### src/rtl/int_to_f32_convert_sched.sv
// Two-port round-robin scheduler around a 2-stage int32/uint32 to
// recoded float32 converter (normalize -> S1 -> round -> S2).
module int_to_f32_convert_sched (
    input  logic        clock,
    input  logic        reset,
    input  logic        req0_valid,
    output logic        req0_ready,
    input  logic [31:0] req0_data,
    input  logic        req0_signed,
    input  logic [2:0]  req0_rm,
    input  logic [4:0]  req0_tag,
    input  logic        req1_valid,
    output logic        req1_ready,
    input  logic [31:0] req1_data,
    input  logic        req1_signed,
    input  logic [2:0]  req1_rm,
    input  logic [4:0]  req1_tag,
    input  logic        flush,
    output logic        resp_valid,
    input  logic        resp_ready,
    output logic [32:0] resp_data,
    output logic [4:0]  resp_flags,
    output logic [4:0]  resp_tag,
    output logic        resp_src,
    output logic        busy
);
    logic        r_prio;
    logic        r_s1_valid;
    logic [30:0] r_s1_norm;
    logic [4:0]  r_s1_exp;
    logic        r_s1_sign;
    logic        r_s1_zero;
    logic [2:0]  r_s1_rm;
    logic [4:0]  r_s1_tag;
    logic        r_s1_src;
    logic        r_s2_valid;
    logic [32:0] r_s2_data;
    logic [4:0]  r_s2_flags;
    logic [4:0]  r_s2_tag;
    logic        r_s2_src;

    logic        w_s2_load, w_s1_load, w_take, w_accept;
    logic        w_grant0, w_grant1;
    logic [31:0] w_data, w_mag, w_norm;
    logic        w_sgn, w_neg;
    logic [2:0]  w_rm;
    logic [4:0]  w_tag, w_lzc;
    logic        w_g, w_st, w_lsb, w_nx, w_inc;
    logic [23:0] w_sum;
    logic [22:0] w_fract;
    logic [8:0]  w_rexp;
    logic [32:0] w_res;

    assign w_s2_load = ~r_s2_valid | resp_ready;
    assign w_s1_load = ~r_s1_valid | w_s2_load;
    assign w_take    = w_s1_load & ~flush & ~reset;
    assign w_grant0  = req0_valid & (~req1_valid | ~r_prio);
    assign w_grant1  = req1_valid & (~req0_valid | r_prio);
    assign req0_ready = w_grant0 & w_take;
    assign req1_ready = w_grant1 & w_take;
    assign w_accept  = req0_ready | req1_ready;

    assign w_data = w_grant1 ? req1_data   : req0_data;
    assign w_sgn  = w_grant1 ? req1_signed : req0_signed;
    assign w_rm   = w_grant1 ? req1_rm     : req0_rm;
    assign w_tag  = w_grant1 ? req1_tag    : req0_tag;
    assign w_neg  = w_sgn & w_data[31];
    assign w_mag  = w_neg ? (32'd0 - w_data) : w_data;

    always_comb begin
        w_lzc = 5'd0;
        for (int i = 0; i < 32; i++)
            if (w_mag[i]) w_lzc = 5'(31 - i);
    end

    // After normalization the top bit is set unless the operand is zero
    assign w_norm = w_mag << w_lzc;

    assign w_lsb = r_s1_norm[8];
    assign w_g   = r_s1_norm[7];
    assign w_st  = |r_s1_norm[6:0];
    assign w_nx  = w_g | w_st;

    always_comb begin
        w_inc = 1'b0;
        case (r_s1_rm)
            3'd1:    w_inc = 1'b0;
            3'd2:    w_inc = r_s1_sign & w_nx;
            3'd3:    w_inc = ~r_s1_sign & w_nx;
            3'd4:    w_inc = w_g;
            3'd6:    w_inc = 1'b0;
            default: w_inc = w_g & (w_st | w_lsb);
        endcase
    end

    // Carry out of the fraction means the significand rolled to 2.0
    assign w_sum   = {1'b0, r_s1_norm[30:8]} + {23'd0, w_inc};
    assign w_fract = w_sum[22:0]
                   | {22'd0, (r_s1_rm == 3'd6) & w_nx};
    assign w_rexp  = {4'b1000, r_s1_exp} + {8'd0, w_sum[23]};
    assign w_res   = r_s1_zero ? 33'd0
                   : {r_s1_sign, w_rexp, w_fract};

    always_ff @(posedge clock) begin
        if (reset) begin
            r_prio     <= 1'b0;
            r_s1_valid <= 1'b0;
            r_s1_norm  <= '0;
            r_s1_exp   <= '0;
            r_s1_sign  <= 1'b0;
            r_s1_zero  <= 1'b0;
            r_s1_rm    <= '0;
            r_s1_tag   <= '0;
            r_s1_src   <= 1'b0;
            r_s2_valid <= 1'b0;
            r_s2_data  <= '0;
            r_s2_flags <= '0;
            r_s2_tag   <= '0;
            r_s2_src   <= 1'b0;
        end else begin
            if (w_accept) r_prio <= ~w_grant1;
            if (flush) r_s1_valid <= 1'b0;
            else if (w_s1_load) r_s1_valid <= w_accept;
            if (w_accept) begin
                r_s1_norm <= w_norm[30:0];
                r_s1_exp  <= ~w_lzc;
                r_s1_sign <= w_neg;
                r_s1_zero <= ~w_norm[31];
                r_s1_rm   <= w_rm;
                r_s1_tag  <= w_tag;
                r_s1_src  <= w_grant1;
            end
            if (flush) r_s2_valid <= 1'b0;
            else if (w_s2_load) r_s2_valid <= r_s1_valid;
            if (w_s2_load & r_s1_valid) begin
                r_s2_data  <= w_res;
                r_s2_flags <= {4'd0, w_nx & ~r_s1_zero};
                r_s2_tag   <= r_s1_tag;
                r_s2_src   <= r_s1_src;
            end
        end
    end

    assign resp_valid = r_s2_valid & ~reset;
    assign busy       = (r_s1_valid | r_s2_valid) & ~reset;
    assign resp_data  = r_s2_data;
    assign resp_flags = r_s2_flags;
    assign resp_tag   = r_s2_tag;
    assign resp_src   = r_s2_src;
endmodule
### config.mk
export PLATFORM = sky130hd
export DESIGN_NAME = int_to_f32_convert_sched
export DESIGN_NICKNAME = d
export VERILOG_FILES = /design/src/rtl/int_to_f32_convert_sched.sv
export SDC_FILE = /design/constraint.sdc
export NUM_CORES = 1
export LEC_CHECK = 0
export BUFFER_PORTS_ARGS = -buffer_cell sky130_fd_sc_hd__buf_2
export CORE_ASPECT_RATIO = 0.8
export CORE_MARGIN = 5
export CORE_UTILIZATION = 60
export CTS_BUF_LIST = sky130_fd_sc_hd__clkbuf_8
export CTS_CLUSTER_SIZE = 24
export DETAILED_ROUTE_END_ITERATION = 10
export GPL_TIMING_DRIVEN = 0
export MAX_ROUTING_LAYER = met4
export PLACE_DENSITY = 0.94
export SYNTH_ARGS = -nofsm -noshare
export SYNTH_HDL_FRONTEND = slang
export SYNTH_SLANG_ARGS = --single-unit
### constraint.sdc
create_clock -name clock -period 15.76 [get_ports clock]
set_input_delay 0 -clock clock [delete_from_list [all_inputs] [get_ports clock]]
set_output_delay 0 -clock clock [all_outputs]
set_load 0.005 [all_outputs]
==> impl_metrics.toml <==
[synth]
yosysWarnings = 0
synth_cells = 1081
ys_seq_area_frac = 0.212
synth_seq_cells = 88
synth_top_family_by_area = "compound AO/OA/AOI/OAI gates"
synth-compound-area-share = 0.332
synth-async-reset-ratio = 0
synth-adder-area-share = 0.00754
syn_area_um2 = 8300
synthXorXnorAreaFrac = 0.0631
synth_edf_count = 0
avgSynthCellArea_um2 = 7.68
synth-simple-area-share = 0.252
yosysUniqueCellTypes = 105
synthFlopType = "dfxtp_1"
muxShareOfSynthArea = 0.0800

[sta]
finalCriticalPeriod_ns = 7.00
worstMarginPinSlew_ns = 1.13
maxSlewViolCount = 0
finalSetupTns_ns = 0
setup_viol = 0
hold_viol_final = 0
finalWorstSetupSlack_ns = 8.76
rsz0062_at_grt = "false"
fin_crit_sh = 0.444
final.setup_skew_ns = 0.0110
max_freq_ghz = 0.143
relSlewSlack = 0.239

[worst_hold_path]
hold_depth = 4
min_to = "r_s1_norm[22]"
hp-start = "reset"
min_path_type = "input pin to register"

[global_routing]
overflow = 0
antenna_found_initial = 0
grt_util_all_layers = 0.393
grt_pass1_wl_um = 49900
grt_max_degree = 17
grt_pass1_vias = 9175

[finish]
drive_above_1_share = 0.196
areaGrowthSynthToFinish_pct = 15.0
fin_cells = 1428
fin_area_um2 = 9540
final_cell_mix = "buf_2 (153), nor2_1 (115), nand2_1 (103)"
layout_commonest_cell = "buf_2"
n_antenna_cell = 0
nets = 1336

[cts]
cts_tree = "done"
cts_buffer_depth = 2
clk_latency_ns = 0.38
cts_sinks = 88
clkSlewWorstSetupHoldPaths_ns = 0.09
cts-root-buf = "clkbuf_8"
cts_max_level = 3
cts_made_buffers = 9
cts_resized = 0

[placed_design]
dpl.hpwl_um = 24800
dp_cells = 1394
place_area_um2 = 9190
pre_cts_slack_ns = 9.27
gp_congestion = 1.08
io_buffers = 128

[critical_path]
worstPathArrival_ns = 7.27
reg2reg_depth = 22
r2r_setup_slack_ns = 8.76
r2r-end = "r_s1_norm[20]"
critPathKind = "register to register"
endpoint_kind = "register"
critPathRequiredTime_ns = 16.03
startpoint_type = "register"
worstReg2RegStart = "r_prio"
critical_path.max_fanout = 10

[floorplanning]
die_area_um2 = 16300
std_cell_rows = 38
die_height_um = 115
initial_core_util = 0.613
ios = 136
fp.dieW_um = 142
core-area_um2 = 13600

[routing]
routed_via_density = 7.15
ant_nets = 0
via_count = 10200
wl_per_cell_um = 22.6
first_pass_iters = 6
drc = 0
drt_wl_total_um = 32200
first_iter_violations = 1937

[power_and_ir_drop]
p_per_area_nw_per_um2 = 80.7
p_total_uw = 770
ir_drop_uv = 54.8
p_leak_uw = 0.00370

[job]
maxCapViolCount = 0

[run_status]
status = "completed"
critical path, stage by stage, from the launching register on:
cell	delay [ns]
dfxtp_1	0.34
nand2b_4	0.19
buf_2	0.23
nand2_2	0.27
buf_2	0.37
buf_2	0.37
mux2i_1	0.24
ha_1	0.25
or4b_1	0.53
nor2_2	0.26
a22o_2	0.33
buf_4	0.23
nand4_1	0.13
xnor2_1	0.18
o2bb2ai_1	0.41
nand4_1	0.43
o21a_1	0.43
buf_2	0.26
nor4_2	0.74
nand2_1	0.16
o21ai_0	0.25
a22oi_1	0.13
o32ai_1	0.16
cell families (layout without fill, tap and decap cells):
family	after synthesis	after routing
muxes	64	64
other	1	6
buffers and inverters	89	251
AOI/OAI and AO/OA	363	363
DFF	88	88
and+or+nand+nor	412	412
xor gates and xnor gates	59	59
adders and majority gates	5	5
synthesized netlist by cell type, types with 10 or more instances:
library cell,n,area (um^2)
nor4_1,15,93.8
a21oi_1,55,275
xor2_1,19,166
nor3_1,35,175
nand4_1,13,81.3
and2_1,13,81.3
o32ai_1,13,114
nor2_1,115,432
nand2_1,103,387
a31oi_1,10,62.6
o31ai_1,10,75.1
buf_2,25,125
o21ai_0,28,140
o22ai_1,20,125
clkbuf_1,38,143
dfxtp_1,88,1760
xnor2_1,39,342
buf_4,10,75.1
o21ai_1,12,60.1
and3_1,13,81.3
o211ai_1,19,143
nand3_1,25,125
mux2i_1,54,541
a22oi_1,46,345
a211oi_1,19,143
worst max-delay path by stage:
stage               slack, ns   start  cells past startpoint       endpoint
detailed placement       9.27  r_prio                     21  r_s1_norm[18]
floorplan               10.68  r_prio                     20  r_s1_norm[12]
global placement         9.27  r_prio                     22  r_s1_norm[20]
finish                   8.76  r_prio                     22  r_s1_norm[20]
global route             8.55  r_prio                     21  r_s1_norm[18]
CTS                      9.22  r_prio                     22  r_s1_norm[20]
power breakdown:
group / total (uW) / switching, uW / internal [uW]
logic: 372 / 239 / 134
clock network: 146 / 87.2 / 58.6
registers: 252 / 15.7 / 236
layer usage:
metal  up-vias  part of all wire  global-route usage
li1       4507                 -                   -
met1      4854              0.43               0.574
met2       773              0.40               0.552
met3        76              0.14               0.102
met4         0             0.019              0.0665
met5         -                 0                   -
flip-flops by register name (all words and copies together), names as in the netlist:
signal	cells
r_s1_rm	3
resp_flags	1
r_s1_tag	5
r_s1_sign	1
r_s1_src	1
r_s1_zero	1
r_s1_valid	1
resp_tag	5
r_s2_valid	1
r_s1_exp	5
resp_src	1
r_prio	1
r_s1_norm	31
resp_data	31
stage by stage:
step,util,hold slack [ns]
5_1_grt,0.704,0.176
2_1_floorplan,-,0.0768
4_1_cts,0.704,0.123
3_3_place_gp,0.678,0.201
3_5_place_dp,0.678,0.206
6_report,0.704,0.164
cell type report:
class	count	area, um^2
sequential	88	1760
timing repair buffer	146	821
tap	180	225
clock inverter	7	53.8
multi-input combinational	909	6130
inverter	10	37.5
clock buffer	9	124
buffer	79	395
fill	1121	4010
timing repair:
action | 4_1_cts | 5_1_grt
hold buffers | 18 | 0
setup buffers | 0 | 0
hold endpoints to repair | 10 | 0
Power figures use the tool's default switching activity.
